### src/rtl/pio_step_sequencer.sv
// PIO-driven step/direction generator: toggle-strobed commands are queued in a
// small FIFO and played out as timed step pulses by a four-state engine.
module pio_step_sequencer #(
   parameter int FIFO_DEPTH  = 4,
   parameter int PULSE_HIGH  = 50,
   parameter int STEP_PERIOD = 1000,
   parameter int DIR_SETUP   = 10
) (
   input  logic                          clk,
   input  logic                          reset_n,
   input  logic [16:0]                   cmd_in,
   output logic                          step_out,
   output logic                          dir_out,
   output logic                          cmd_ack,
   output logic                          busy,
   output logic                          overflow,
   output logic [$clog2(FIFO_DEPTH):0]   fifo_level
);

   localparam int PTR_W   = $clog2(FIFO_DEPTH);
   localparam int LVL_W   = PTR_W + 1;
   localparam int LOW_CYC = STEP_PERIOD - PULSE_HIGH;
   localparam int MAX_A   = (DIR_SETUP > PULSE_HIGH) ? DIR_SETUP : PULSE_HIGH;
   localparam int MAX_CYC = (MAX_A > LOW_CYC) ? MAX_A : LOW_CYC;
   localparam int CNT_W   = (MAX_CYC < 2) ? 1 : $clog2(MAX_CYC);

   localparam logic [CNT_W-1:0] SETUP_LD = CNT_W'(DIR_SETUP - 1);
   localparam logic [CNT_W-1:0] HIGH_LD  = CNT_W'(PULSE_HIGH - 1);
   localparam logic [CNT_W-1:0] LOW_LD   = CNT_W'(LOW_CYC - 1);

   typedef enum logic [1:0] {S_IDLE, S_SETUP, S_HIGH, S_LOW} state_t;

   state_t             state_q, state_d;
   logic [CNT_W-1:0]   cnt_q, cnt_d;
   logic [14:0]        rem_q, rem_d;
   logic               dir_q, dir_d;
   logic               step_q, step_d;
   logic               ack_q, ack_d;
   logic               busy_q, busy_d;
   logic               ovf_q, ovf_d;
   logic               tog_q, tog_d;
   logic [PTR_W-1:0]   wr_ptr_q, wr_ptr_d;
   logic [PTR_W-1:0]   rd_ptr_q, rd_ptr_d;
   logic [LVL_W-1:0]   level_q, level_d;
   logic [15:0]        mem_q [FIFO_DEPTH];

   logic        strobe, cnt_zero, abort, full, push, drop, pop_req, pop;
   logic [15:0] head;

   assign strobe   = cmd_in[16] ^ tog_q;
   assign cnt_zero = (cmd_in[14:0] == 15'd0);
   assign abort    = strobe && cnt_zero && cmd_in[15];
   assign full     = (level_q == LVL_W'(FIFO_DEPTH));
   // Fullness is judged on the registered level, so a same-cycle pop never frees a slot.
   assign push     = strobe && !cnt_zero && !full;
   assign drop     = strobe && !cnt_zero && full;
   assign pop      = pop_req && !abort;
   assign head     = mem_q[rd_ptr_q];

   always_comb begin
      state_d = state_q;
      cnt_d   = cnt_q;
      rem_d   = rem_q;
      dir_d   = dir_q;
      pop_req = 1'b0;
      case (state_q)
         S_IDLE: begin
            if (level_q != '0) begin
               pop_req = 1'b1;
               rem_d   = head[14:0];
               dir_d   = head[15];
               cnt_d   = SETUP_LD;
               state_d = S_SETUP;
            end
         end
         S_SETUP: begin
            if (cnt_q == '0) begin
               cnt_d   = HIGH_LD;
               state_d = S_HIGH;
            end else begin
               cnt_d = cnt_q - 1'b1;
            end
         end
         S_HIGH: begin
            if (cnt_q == '0) begin
               cnt_d   = LOW_LD;
               state_d = S_LOW;
            end else begin
               cnt_d = cnt_q - 1'b1;
            end
         end
         S_LOW: begin
            if (cnt_q == '0) begin
               rem_d = rem_q - 15'd1;
               if (rem_q > 15'd1) begin
                  cnt_d   = HIGH_LD;
                  state_d = S_HIGH;
               end else if (level_q != '0) begin
                  // Chain straight into the next move; SETUP covers any direction change.
                  pop_req = 1'b1;
                  rem_d   = head[14:0];
                  dir_d   = head[15];
                  cnt_d   = SETUP_LD;
                  state_d = S_SETUP;
               end else begin
                  state_d = S_IDLE;
               end
            end else begin
               cnt_d = cnt_q - 1'b1;
            end
         end
         default: state_d = S_IDLE;
      endcase
      if (abort) begin
         state_d = S_IDLE;
         cnt_d   = cnt_q;
         dir_d   = dir_q;
      end
   end

   always_comb begin
      tog_d    = cmd_in[16];
      ack_d    = ack_q ^ (strobe && !drop);
      ovf_d    = abort ? 1'b0 : (ovf_q | drop);
      wr_ptr_d = wr_ptr_q + PTR_W'(push);
      rd_ptr_d = rd_ptr_q + PTR_W'(pop);
      level_d  = level_q + LVL_W'(push) - LVL_W'(pop);
      if (abort) begin
         wr_ptr_d = '0;
         rd_ptr_d = '0;
         level_d  = '0;
      end
      step_d = (state_d == S_HIGH);
      busy_d = (state_d != S_IDLE) || (level_d != '0);
   end

   always_ff @(posedge clk or negedge reset_n) begin
      if (!reset_n) begin
         state_q  <= S_IDLE;
         cnt_q    <= '0;
         rem_q    <= '0;
         dir_q    <= 1'b0;
         step_q   <= 1'b0;
         ack_q    <= 1'b0;
         busy_q   <= 1'b0;
         ovf_q    <= 1'b0;
         tog_q    <= 1'b0;
         wr_ptr_q <= '0;
         rd_ptr_q <= '0;
         level_q  <= '0;
      end else begin
         state_q  <= state_d;
         cnt_q    <= cnt_d;
         rem_q    <= rem_d;
         dir_q    <= dir_d;
         step_q   <= step_d;
         ack_q    <= ack_d;
         busy_q   <= busy_d;
         ovf_q    <= ovf_d;
         tog_q    <= tog_d;
         wr_ptr_q <= wr_ptr_d;
         rd_ptr_q <= rd_ptr_d;
         level_q  <= level_d;
      end
   end

   always_ff @(posedge clk) begin
      if (push) mem_q[wr_ptr_q] <= cmd_in[15:0];
   end

   assign step_out   = step_q;
   assign dir_out    = dir_q;
   assign cmd_ack    = ack_q;
   assign busy       = busy_q;
   assign overflow   = ovf_q;
   assign fifo_level = level_q;

endmodule

### config.mk
export PLATFORM = sky130hd
export DESIGN_NAME = pio_step_sequencer
export DESIGN_NICKNAME = d
export VERILOG_FILES = /design/src/rtl/pio_step_sequencer.sv
export SDC_FILE = /design/constraint.sdc
export NUM_CORES = 1
export LEC_CHECK = 0
export BUFFER_PORTS_ARGS = -buffer_cell sky130_fd_sc_hd__buf_2
export CAP_MARGIN = 0
export CELL_PAD_IN_SITES_DETAIL_PLACEMENT = 1
export CELL_PAD_IN_SITES_GLOBAL_PLACEMENT = 2
export CORE_MARGIN = 2
export CORE_UTILIZATION = 24
export DETAILED_ROUTE_END_ITERATION = 8
export GPL_TIMING_DRIVEN = 1
export HOLD_SLACK_MARGIN = 0.12
export PLACE_DENSITY_LB_ADDON = 0.12
export SKIP_LAST_GASP = 1
export SLEW_MARGIN = 0
export SYNTH_ARGS = -nofsm -noshare
export SYNTH_HDL_FRONTEND = slang
export SYNTH_SLANG_ARGS = --single-unit
### constraint.sdc
create_clock -name clk -period 3.15 [get_ports clk]
set_input_delay 0.315 -clock clk [delete_from_list [all_inputs] [get_ports clk]]
set_output_delay 0.315 -clock clk [all_outputs]
set_load 0.02 [all_outputs]
==> reports/results.tsv <==
metric	value	unit
Crit. Startpoint	rem_q[5]	
die footprint	21900	sq um
footprint of the multi-input gates	2000	sq um
NumNets Final	486	
number of synthesized flops with an enable pin	64	
setup repair after global routing missed its margin	false	
library cell occupying the most area in the post-synthesis netlist	edfxtp_1	
combinational family with the most area after synthesis	simple AND/OR/NAND/NOR gates	
DR WL/cell	18.8	microns
clock period minus worst slack	3.03	ns
Distinct cells, synth	55	
Critical Path Source Type	flop	
final setup violation count	0	
growth of design area from synthesis to finish	23.3	%
final cell utilization of the core	30.2	%
post-route design area	6130	sq um
classification of the worst-slack hold path	in2async	
combined flip-flop and latch cell area	2920	sq um
number of filler instances in the final layout	2239	
kind of end point of the critical path	flop	
final HPWL from detailed placement	9.56	mm
post-synthesis xor/xnor area fraction	1.06	%
min setup slack post-route	0.121	ns
fraction of final layout cells with drive strength greater than 1	28.1	%
global placer's final weighted congestion	0.737	
via count of the first global-routing pass	3812	
power density over cell area	1060	nW/um^2
clock-pin transition on the worst setup and hold timing paths	0.08	ns
Detail Route Antenna Nets	0	
number of optimization iterations in the first detailed-route pass	4	
number of nets in the synthesized netlist	417	
via-per-instance ratio	4.79	
clock tree from TritonCTS	built	
max-slew violation total from the final report	0	
overall global routing resource usage	13.1	%
Port Buf Inserts	26	
data required time of the worst path	3.36	ns
synthesized-area fraction occupied by adder cells	3.42	%
Overflow after GRT	0	
Yosys warning total	0	
proportion of synthesized flip-flops having asynchronous set or reset	38.5	%
pre-CTS setup slack	-0.0928	ns
global-route wire length before repair	21.9	mm
Area contributors post-synth	edfxtp_1, dfrtp_1, mux4_2	
Achievable Freq	330	MHz
post-synthesis sequential area ratio	58.8	%
number of maximum-capacitance constraint violations	0	
cell area after technology mapping	4970	sq um
routed vias	3495	
post-synthesis share of cell area spent on and, or, nand and nor gates	12.3	%
drt total wl	13.7	mm
library cell with the highest instance count after synthesis	edfxtp_1	
beginning of the worst register-to-register path	rem_q[5]	
number of antenna violations at the first check in global routing	0	
maximum clock path buffer count	2	
die width	148	microns
Synth top area share	38.7	%
final clock period utilization by the worst path	96.2	%
IR drop worst, VDD	0.330	mV
level count of the clock H-tree	3	
relative slew slack	32.6	%
I/O pin count	27	
maximum number of pins on one net before global-route repair	41	
worst clock skew	0.0101	ns
Core Area	20300	sq um
number of clock sinks	104	
WHS	0.118	ns
hold violation total from the final report	0	
num rows	52	
result of the run	complete, no violations	
clock network latency to the later pin of the worst-skew pair	0.36	ns
worst-margin pin slew	1.01	ns
critical path class	reg2reg	
multiplexer area fraction after synthesis	9.69	%
total inserted antenna cells	0	
Initial Utilization	24.5	%
DIE HEIGHT	148	microns
data arrival time of the worst path	3.24	ns
Gate Count Post-Synth	385	
Clock Tree Root	clkbuf_16	
Lkg Pwr	2.26	nW
highest fanout seen on the critical path	2	
top cells by instance count after synthesis	edfxtp_1, dfrtp_1, nor2_1	
drt drc	0	
area fraction in compound gates after synthesis	11.5	%
most used flip-flop cell after synthesis	edfxtp_1	
clock buffer count from CTS	9	
average instance area after synthesis	12.9	sq um
post-detailed-placement cell area	5680	sq um
post-synthesis register bit count	104	
First DRT Iteration DRCs	125	
==> registers in the layout (all words and copies together) (netlist names) <==
name / flops
busy: 1
cmd_ack: 1
cnt_q: 10
dir_out: 1
fifo_level: 3
mem_q: 64
overflow: 1
rd_ptr_q: 2
rem_q: 15
state_q: 2
step_out: 1
tog_q: 1
wr_ptr_q: 2
==> report_power, final <==
part	leakage, nW	total [mW]	switching (mW)	internal [mW]
clock network	0.145	1.14	0.584	0.560
logic	1.05	3.15	1.72	1.43
registers	1.06	2.20	0.308	1.90
==> repair_timing <==
item,in CTS,in global routing
hold endpoints to repair,1,0
gates cloned,0,0
setup endpoints to repair,1,2
hold buffers,1,0
setup buffers,0,8
pin swaps,0,8
resized for setup,1,17
==> worst max-delay path, cell delays in order (launching register included) <==
cell and delay, ns:
dfrtp_1 0.38, or4_4 0.56, nor2_4 0.14, a41oi_4 0.15
nor4_4 0.32, ha_1 0.28, inv_2 0.07, ha_4 0.12
inv_2 0.03, fa_2 0.34, xor2_1 0.15, xnor2_1 0.20
a41oi_1 0.14
==> cell families (layout without fill, tap and decap cells) <==
logic type | after synthesis | in the layout
buf+inv | 36 | 110
simple gates | 120 | 120
compound gates | 78 | 78
flops | 104 | 104
fa+ha+maj | 13 | 13
mux | 28 | 28
xor+xnor | 6 | 6
==> cell usage in the layout (no fill, tap or decap), types with 10 or more instances in the layout <==
cell,instances
nand3_1,15
ha_1,10
buf_4,48
edfxtp_1,64
nand4_1,11
mux4_2,16
inv_1,15
nand2_1,24
nor2_1,24
a21oi_1,13
mux2i_1,11
dfrtp_1,39
buf_2,26
==> worst paths after layout <==
check	end	slack, ns	depth (start not counted)
min in group clk	mem_q[1][10]	0.19	1
worst min register to register	cmd_ack	0.47	1
worst min-delay path	cnt_q[3]	0.12	1
max in group asynchronous	rem_q[1]	2.33	1
worst max register to register	busy	0.12	12
worst max-delay path	busy	0.12	12
==> through the flow <==
step           total power [mW]  std cells  setup TNS, ns
5_1_grt                    7.02        729              0
3_3_place_gp               5.20        704         -0.135
3_5_place_dp               5.23        704        -0.0928
4_1_cts                    6.42        721              0
2_1_floorplan              4.10        385              0
6_report                   6.50        729              0
==> metal layers <==
| metal | global-route usage (%) | routed length (microns) | up-vias |
|---|---|---|---|
| met4 | 4.81 | 211 | 0 |
| met5 | 0 | 0 | - |
| met1 | 17.0 | 6270 | 1813 |
| met3 | 1.94 | 303 | 13 |
| met2 | 22.4 | 6890 | 39 |
| li1 | - | - | 1630 |
==> area by class of cell <==
| cell class | instances | share of cell area [%] |
|---|---|---|
| sequential | 104 | 47.7 |
| clock inverter | 7 | 1.16 |
| inverter | 19 | 1.16 |
| tap | 270 | 5.51 |
| multi-input combinational | 245 | 32.6 |
| clock buffer | 9 | 3.68 |
| timing repair buffer | 75 | 8.17 |
Power figures use the tool's default switching activity.
